### config.mk
export PLATFORM = sky130hd
export DESIGN_NAME = edit_mem_rd_arb
export DESIGN_NICKNAME = d
export VERILOG_FILES = /design/src/rtl/edit_mem_rd_arb.sv
export SDC_FILE = /design/constraint.sdc
export NUM_CORES = 1
export LEC_CHECK = 0
export BUFFER_PORTS_ARGS = -buffer_cell sky130_fd_sc_hd__buf_2
export CAP_MARGIN = 20
export CORE_MARGIN = 2
export CORE_UTILIZATION = 44
export DETAILED_ROUTE_END_ITERATION = 10
export PLACE_DENSITY = 0.82
export SETUP_SLACK_MARGIN = 0.02
export SLEW_MARGIN = 20
export SYNTH_ARGS = -nofsm -noshare
export SYNTH_HDL_FRONTEND = slang
export SYNTH_SLANG_ARGS = --single-unit
export TNS_END_PERCENT = 100
### constraint.sdc
create_clock -name clk -period 3.45 [get_ports clk]
set_clock_uncertainty 0.05 [all_clocks]
set_input_delay 0.345 -clock clk [delete_from_list [all_inputs] [get_ports clk]]
set_output_delay 0.345 -clock clk [all_outputs]
set_load 0.005 [all_outputs]
### src/rtl/edit_mem_rd_arb.sv
// edit_mem_rd_arb: shares the single edit-memory read port between NUM_REQ
// egress read engines. Round-robin arbitration with packet lock, an in-order
// tag FIFO of outstanding reads, and steering of read data back to the
// requester that issued each read.
module edit_mem_rd_arb #(
    parameter int NUM_REQ       = 4,
    parameter int REQ_ID_NBITS  = 2,
    parameter int ADDR_NBITS    = 10,
    parameter int ID_NBITS      = 4,
    parameter int DATA_NBITS    = 32,
    parameter int TAG_DEPTH     = 8,
    parameter int TAG_CNT_NBITS = 4
) (
    input  logic                          clk,
    input  logic                          rst,
    input  logic [NUM_REQ-1:0]            req_valid,
    input  logic [NUM_REQ*ADDR_NBITS-1:0] req_raddr,
    input  logic [NUM_REQ*ID_NBITS-1:0]   req_port_id,
    input  logic [NUM_REQ-1:0]            req_eop,
    output logic [NUM_REQ-1:0]            req_gnt,
    output logic                          edit_mem_req,
    output logic [ADDR_NBITS-1:0]         edit_mem_raddr,
    output logic [ID_NBITS-1:0]           edit_mem_port_id,
    output logic                          edit_mem_eop,
    input  logic                          edit_mem_ack,
    input  logic [DATA_NBITS-1:0]         edit_mem_rdata,
    output logic [NUM_REQ-1:0]            rsp_valid,
    output logic [DATA_NBITS-1:0]         rsp_data,
    output logic [TAG_CNT_NBITS-1:0]      outstanding,
    output logic                          err_unexp_ack
);

    localparam int PTR_NBITS = $clog2(TAG_DEPTH);

    typedef enum logic {IDLE, LOCKED} state_t;

    state_t                  state_q, state_d;
    logic [REQ_ID_NBITS-1:0] lock_id_q, lock_id_d;
    logic [REQ_ID_NBITS-1:0] rr_ptr_q, rr_ptr_d;
    logic [REQ_ID_NBITS-1:0] cand;
    logic [REQ_ID_NBITS-1:0] win_id;
    logic [REQ_ID_NBITS-1:0] rr_next;
    logic                    win_found;
    logic [NUM_REQ-1:0]      win_onehot;
    logic                    can_push;
    logic                    accept;
    logic                    pop;

    logic [REQ_ID_NBITS-1:0] tag_mem [TAG_DEPTH];
    logic [PTR_NBITS-1:0]    wr_ptr_q, rd_ptr_q;
    logic [REQ_ID_NBITS-1:0] tag_head;

    // Winner selection: the locked requester, or the first valid one at or after rr_ptr.
    // The loop runs downward so the lowest offset from rr_ptr is the last to write.
    always_comb begin
        win_found = 1'b0;
        win_id    = '0;
        cand      = '0;
        if (state_q == LOCKED) begin
            win_found = 1'b1;
            win_id    = lock_id_q;
        end else begin
            for (int k = NUM_REQ - 1; k >= 0; k--) begin
                cand = REQ_ID_NBITS'((int'(rr_ptr_q) + k) % NUM_REQ);
                if (req_valid[cand]) begin
                    win_found = 1'b1;
                    win_id    = cand;
                end
            end
        end
    end

    // One-hot form of the winner; a locked requester keeps its grant even while idle.
    always_comb begin
        win_onehot = '0;
        if (win_found) begin
            win_onehot[win_id] = 1'b1;
        end
    end

    // A slot is free when below depth, or when this cycle's ack frees the head slot.
    assign can_push = (outstanding < TAG_CNT_NBITS'(TAG_DEPTH)) | edit_mem_ack;
    assign req_gnt  = rst ? '0 : (win_onehot & {NUM_REQ{can_push}});
    assign accept   = |(req_valid & req_gnt);
    assign pop      = edit_mem_ack & (outstanding != '0);
    assign tag_head = tag_mem[rd_ptr_q];
    assign rr_next  = (win_id == REQ_ID_NBITS'(NUM_REQ - 1)) ? '0 : win_id + 1'b1;

    // Arbiter next state: lock on a non-eop beat, release on the eop beat.
    always_comb begin
        state_d   = state_q;
        lock_id_d = lock_id_q;
        rr_ptr_d  = rr_ptr_q;
        case (state_q)
            IDLE: begin
                if (accept) begin
                    rr_ptr_d = rr_next;
                    if (!req_eop[win_id]) begin
                        state_d   = LOCKED;
                        lock_id_d = win_id;
                    end
                end
            end
            LOCKED: begin
                if (accept && req_eop[lock_id_q]) begin
                    state_d = IDLE;
                end
            end
            default: state_d = IDLE;
        endcase
    end

    // Arbiter state register.
    always_ff @(posedge clk or posedge rst) begin
        if (rst) begin
            state_q   <= IDLE;
            lock_id_q <= '0;
            rr_ptr_q  <= '0;
        end else begin
            state_q   <= state_d;
            lock_id_q <= lock_id_d;
            rr_ptr_q  <= rr_ptr_d;
        end
    end

    // Issue stage: register the accepted beat towards edit_mem; fields hold when idle.
    always_ff @(posedge clk or posedge rst) begin
        if (rst) begin
            edit_mem_req     <= 1'b0;
            edit_mem_raddr   <= '0;
            edit_mem_port_id <= '0;
            edit_mem_eop     <= 1'b0;
        end else begin
            edit_mem_req <= accept;
            if (accept) begin
                edit_mem_raddr   <= req_raddr[win_id*ADDR_NBITS +: ADDR_NBITS];
                edit_mem_port_id <= req_port_id[win_id*ID_NBITS +: ID_NBITS];
                edit_mem_eop     <= req_eop[win_id];
            end
        end
    end

    // Tag storage: requester index of each issued read, in issue order.
    always_ff @(posedge clk) begin
        if (accept) begin
            tag_mem[wr_ptr_q] <= win_id;
        end
    end

    // Tag FIFO pointers and outstanding count; push and pop together leave the count unchanged.
    always_ff @(posedge clk or posedge rst) begin
        if (rst) begin
            wr_ptr_q    <= '0;
            rd_ptr_q    <= '0;
            outstanding <= '0;
        end else begin
            if (accept) begin
                wr_ptr_q <= wr_ptr_q + 1'b1;
            end
            if (pop) begin
                rd_ptr_q <= rd_ptr_q + 1'b1;
            end
            case ({accept, pop})
                2'b10:   outstanding <= outstanding + 1'b1;
                2'b01:   outstanding <= outstanding - 1'b1;
                default: outstanding <= outstanding;
            endcase
        end
    end

    // Response stage: steer acked data to the head requester; flag acks with nothing pending.
    always_ff @(posedge clk or posedge rst) begin
        if (rst) begin
            rsp_valid     <= '0;
            rsp_data      <= '0;
            err_unexp_ack <= 1'b0;
        end else begin
            rsp_valid <= pop ? (NUM_REQ'(1) << tag_head) : '0;
            if (pop) begin
                rsp_data <= edit_mem_rdata;
            end
            if (edit_mem_ack && (outstanding == '0)) begin
                err_unexp_ack <= 1'b1;
            end
        end
    end

endmodule
======== Yosys cells after proc, flatten, opt, wreduce, memory -nomap -nowiden ========
Memories as Yosys holds them, arrays and structs flattened.
Cells that the tools add are included.
storage, ports and cells
  RAM bits ................................ 16
  memories ................................ 1
  output and inout port bits .............. 61
  input bits .............................. 99
  register bits ........................... 68
  logic and storage cells ................. 87
memory list
  name     depth  bits a word  read ports  clocked after Yosys merged registers in  wr ports  RTL line  source
  tag_mem  8      2            1           0                                        1         49        logic [REQ_ID_NBITS-1:0] tag_mem [TAG_DEPTH];
operators by class
  bitwise logic cells ..................... 6
  $lt $le $gt $ge ......................... 8
  reductions and logical operators ........ 9
  $mul .................................... 1
  shift operators ......................... 3
  mux-type cells .......................... 35
  add/sub/neg operators ................... 8
  equal/unequal tests ..................... 3
operators with widths
  operator               count
  $shiftx A40 B7 Y10     1
  $lt A2 B3 Y1 const B   6
  $mux W1                17
  $shiftx A16 B5 Y4      1
  $bmux W1 S2            6
  $mux W2                6
  $mux W4                3
  $and A4 B4 Y4          2
  $pmux W4 S2            1
  $add A3 B1 Y3 const B  2
  $mul A2 B3 Y5 const B  1
  $add A2 B1 Y2 const B  2
  $add A2 B2 Y2 const B  2
  $add A4 B1 Y4 const B  1
  $eq A2 B2 Y1 const B   2
  $logic_not A4 Y1       1
  $lt A4 B4 Y1 const B   1
  $reduce_bool A4 Y1     1
  $reduce_or A4 Y1       1
  $shl A1 B2 Y4 const A  1
  $sub A4 B1 Y4 const B  1
  $logic_and A1 B1 Y1    3
  $reduce_and A3 Y1      1
  $demux W1 S2           1
  8 further kinds        9

======== Longest topological paths before layout ========
  depth after elaboration ................. 20
  gate-level depth with buffers ........... 21
  depth with buffers taken out ............ 16

======== Least setup slack after synthesis ========
No wires, ideal clock.
  kind .................................... reg2reg
  from .................................... reg rr_ptr_q[1]
  to ...................................... reg outstanding[3]
  data required time ...................... 3.275 ns
  path buffers ............................ 5
  cell stages (with the launch flop) ...... 20
  path slack .............................. -0.268 ns
  period minus slack after synthesis ...... 3.718 ns
  data arrival time ....................... 3.543 ns
  setup time .............................. 0.125 ns
  path through ............................ dfrtp_1 > o22ai_1 > a31o_1 > buf_6 > clkbuf_1 > buf_2 > inv_1 > ha_1 > and3_1 > a41o_1 > a31oi_4 > buf_6 > buf_4 > ha_1 > ha_1 > a21o_1 > a21oi_1 > xnor2_1 > nor2_1 > xor2_1
between the ends
  longest elaborated chain between the ends .. 19
  elaborated cells on any way between the ends .. 35
  those cells by class .................... add/sub (3); order compare (2); eq/ne (2); mux (23); bitwise (2); reduce/logical (3)
ends and longest elaborated chain
  item                                                                       RTL line  source
  start: declaration                                                         39        logic [REQ_ID_NBITS-1:0] rr_ptr_q, rr_ptr_d;
  start signal: assignment                                                   122       rr_ptr_q <= rr_ptr_d;
  $add A2 B2 Y2                                                              64        cand = REQ_ID_NBITS'((int'(rr_ptr_q) + k) % NUM_REQ);
  $bmux W1 S2                                                                65        if (req_valid[cand]) begin
  $mux W1 (not written as such)                                              65
  $mux W2 (4 in series)                                                      65
  $mux W2                                                                    59        if (state_q == LOCKED) begin
  $lt A2 B3 Y1 (not written as such) / $ge A2 B1 Y1 (equally long branches)  77        win_onehot[win_id] = 1'b1;
  $logic_and A1 B1 Y1 (not written as such)                                  77
  $mux W1 (not written as such)                                              77
  $demux W1 S2                                                               77
  $mux W4 *                                                                  76        if (win_found) begin
  $and A4 B4 Y4 *                                                            83        assign req_gnt = rst ? '0 : (win_onehot & {NUM_REQ{can_push}});
  $mux W4 *                                                                  83
  $and A4 B4 Y4 *                                                            84        assign accept = |(req_valid & req_gnt);
  $reduce_or A4 Y1 *                                                         84
  $eq A2 B1 Y1 / $eq A2 B2 Y1 (equally long branches)                        163       case ({accept, pop})
  $pmux W4 S2 / $reduce_bool A2 Y1 (equally long branches)                   n/a
  end signal: assignment                                                     164       2'b10: outstanding <= outstanding + 1'b1;
  end signal: assignment                                                     165       2'b01: outstanding <= outstanding - 1'b1;
  end signal: assignment                                                     166       default: outstanding <= outstanding;
  end: declaration                                                           29        output logic [TAG_CNT_NBITS-1:0] outstanding,
Every way passes the cells marked *; elsewhere a longest branch is shown, timed or not. The select of a mux whose other input is x is not followed.
A chain may end at the register's enable or synchronous reset.

======== Worst setup path after layout ========
Same ends and word-level chain as after synthesis.

==> results.md <==
* RSZ-0062 raised after global routing: false
* Post-Syn Area at around 4000 sq um
* Crit. End Element: flip-flop
* Num rows at 35
* Setup-failing EPs final at 0
* Final antenna-violating net count at 0
* Max transition margin at ~50%
* Total GRT Usage at between 15 and 20%
* I/O pins at 160
* Clock transition at path regs at 0.09 ns
* Dominant cell type by area after synthesis: dfrtp_1
* Total CTS buffers at 9
* WL met1 at around 4 mm
* Yosys Warn Count at 0
* Worst Hold Class: in -> async
* Drt first pass iters at 4
* Slew Viols, Final at 0
* DR vias at 3,396
* Status: finished, final reports clean
* Core footprint at 9110 sq um
* Max Cap Viol at 0
* Worst Path Arrival at between 3 and 4 ns
* Synth top area share at 41.8%
* Clk sinks at 84
* CTS root buffer: clkbuf_8
* Register area share after synthesis at 53.6%
* Syn Nets at 510
* Post-DP HPWL at 7.17 mm
* Die area at 10,000 sq um
* Top sig layer: met4
* CTS tree: built
* Commonest cells after routing, fill and taps aside: 159 x buf_2, 135 x nand2_1, 68 x dfrtp_1
* Crit share post-route at 92.1%
* Sequential cell area at 2180 sq um
* Starting Density at approximately 45%
* Cell leakage power at between 2 and 3 nW
* Max Fclk at ~310 MHz
* Final WS setup at 0.272 ns
* Dpl cells at 658
* Initial antenna violation count at 0
* Distinct cells, synth at 45
* First-pass GRT wire length at around 15 mm
* Fillers at 807
* Routed wl met3 at 780 um
* Startpoint class of the critical path: flip-flop
* CTS Hold Bufs at 0
* Tightest Pin Transition at 0.743 ns
* Drt via density at just over 5
* Syn Area/Cell at 10.1 sq um
* Drt drc at 0
* Tmin final at 3.18 ns
* Post-synth EDFFs at 16
* Vias in the first global route at 3,366
* Most common cell after layout, fill and taps aside: buf_2
* Final Hold Vio Count at 0
* Non-filler cells in the finished layout at 674
* Final RePlAce weighted congestion at between 0.8 and 0.9
* Routed wire length at 9.48 mm
* Main synth FF type: dfrtp_1
* Longest Clk Path Bufs at 2
* # nets final at between 600 and 700
* CTS resizes at 0
* Pre-CTS setup slack at 0.297 ns
* Hold Worst Slack at 0.0681 ns
* I/O Buffers at roughly 160
* Post-Route Utilization at between 50% and 60%
* Routed len/inst at 14.1 um
* Die H at between 100 and 150 um
* Post-CTS Setup Repair Bufs at 0
* Crit Path Class: reg -> reg
* Met2 wire length at 4.64 mm
* WP data required at 3.66 ns
* Largest net degree at the start of global routing at 41
* Seq cells post-synth at 84
* Clock Latency Late Sink at 0.34 ns
* Peak VDD IR at 0.443 mV
* CP Max Fanout at 8
* H-Tree Level Count at 3
* Top post-synthesis cells by area: dfrtp_1 42%, nand2_1 13%, edfxtp_1 12%
* Post-Route Setup TNS at 0 ns
* Global route overflow at 0
* Die X at 100 um
* Post-synth ARST share at 81.0%
* Share of cells above drive strength 1 at roughly 37%
* Mapped Cells at 404
* P per Cell Area at 838 nW/um^2
* Multi-input combinational cell area at roughly 1800 sq um
* Area Overhead vs Synth at 27.5%
* DR iter-0 viols at 62
* Antenna cells at 0
report_power, final:
group | internal, mW | switching [mW] | total (mW) | leakage, nW
Sequential | 1.39 | 0.263 | 1.65 | 0.974
Clock | 0.338 | 0.353 | 0.692 | 0.104
Combinational | 0.920 | 1.08 | 2.00 | 1.64
Total | 2.65 | 1.70 | 4.35 | 2.71
cell families after synthesis:
kind of cell,after synthesis,share of synthesized area [%]
flip-flops,84,53.6
buffers and inverters,35,3.87
AND/OR/NAND/NOR,188,19.6
XOR/XNOR,8,1.72
AO/OA/AOI/OAI,64,12.5
multiplexers,18,6.37
adder cells (fa/ha/maj),7,2.34
synthesized netlist by cell type (2+ instances only):
cell,n
buf_4,2
o21ai_0,3
inv_1,11
nor2_1,15
buf_6,2
dfrtp_1,68
buf_2,3
mux2_2,5
mux2_4,2
nand2_1,136
xor2_1,2
clkbuf_1,16
nor2b_1,3
and2_1,15
and3_1,2
mux4_2,5
o211a_1,2
a21boi_0,2
nand2b_1,8
mux2i_1,6
a311oi_1,14
a21o_1,16
a21oi_1,3
a211oi_1,14
ha_1,6
edfxtp_1,16
xnor2_1,6
nor3_1,4
per-stage QoR:
step / total power, mW / area [sq um]
floorplan: 3.10 / 4130
global placement: 3.58 / 4980
detailed placement: 3.69 / 4980
CTS: 4.39 / 5180
global route: 4.71 / 5190
finish: 4.35 / 5190
registers in the layout, indices dropped and copies added (netlist names):
signal            count
edit_mem_eop          1
edit_mem_port_id      4
edit_mem_raddr       10
edit_mem_req          1
err_unexp_ack         1
lock_id_q             2
outstanding           4
rd_ptr_q              3
rr_ptr_q              2
rsp_data             32
rsp_valid             4
state_q               1
tag_mem              16
wr_ptr_q              3
critical path, cell delays in order (launching register included):
cell,delay [ns]
dfrtp_1,0.47
or3b_1,0.41
o211a_1,0.14
o221ai_2,0.28
nand2_2,0.10
inv_2,0.05
ha_2,0.17
and3_1,0.14
a41o_1,0.14
a31oi_4,0.06
ha_4,0.21
ha_4,0.21
a21o_1,0.16
a21oi_2,0.12
xnor2_1,0.08
nor2_1,0.12
xor2_1,0.18
cell type report:
type                            count  share of cell area (%)
Timing Repair Buffer              166                    16.4
Tap cell                          111                    2.68
Inverter                           12                   0.868
Clock inverter                      7                    1.45
Sequential cell                    84                    42.1
Clock buffer                        9                    2.39
Multi-Input combinational cell    285                    34.2
per-layer routing:
metal,vias up,global-route usage [%]
met1,1550,23.2
met5,-,0
met2,163,34.4
li1,1675,-
met4,0,5.27
met3,8,4.87
worst paths after layout:
check | startpoint | end | slack [ns] | depth (start not counted)
worst max-delay path | rr_ptr_q[1] | outstanding[3] | 0.27 | 16
worst min register to register | rsp_data[24] | rsp_data[24] | 0.42 | 2
min in group clk | edit_mem_rdata[8] | rsp_data[8] | 0.14 | 3
worst min-delay path | rst | rr_ptr_q[1] | 0.07 | 2
worst max register to register | rr_ptr_q[1] | outstanding[3] | 0.27 | 16
max in group asynchronous | rst | rsp_data[5] | 2.38 | 3
Power figures use the tool's default switching activity.
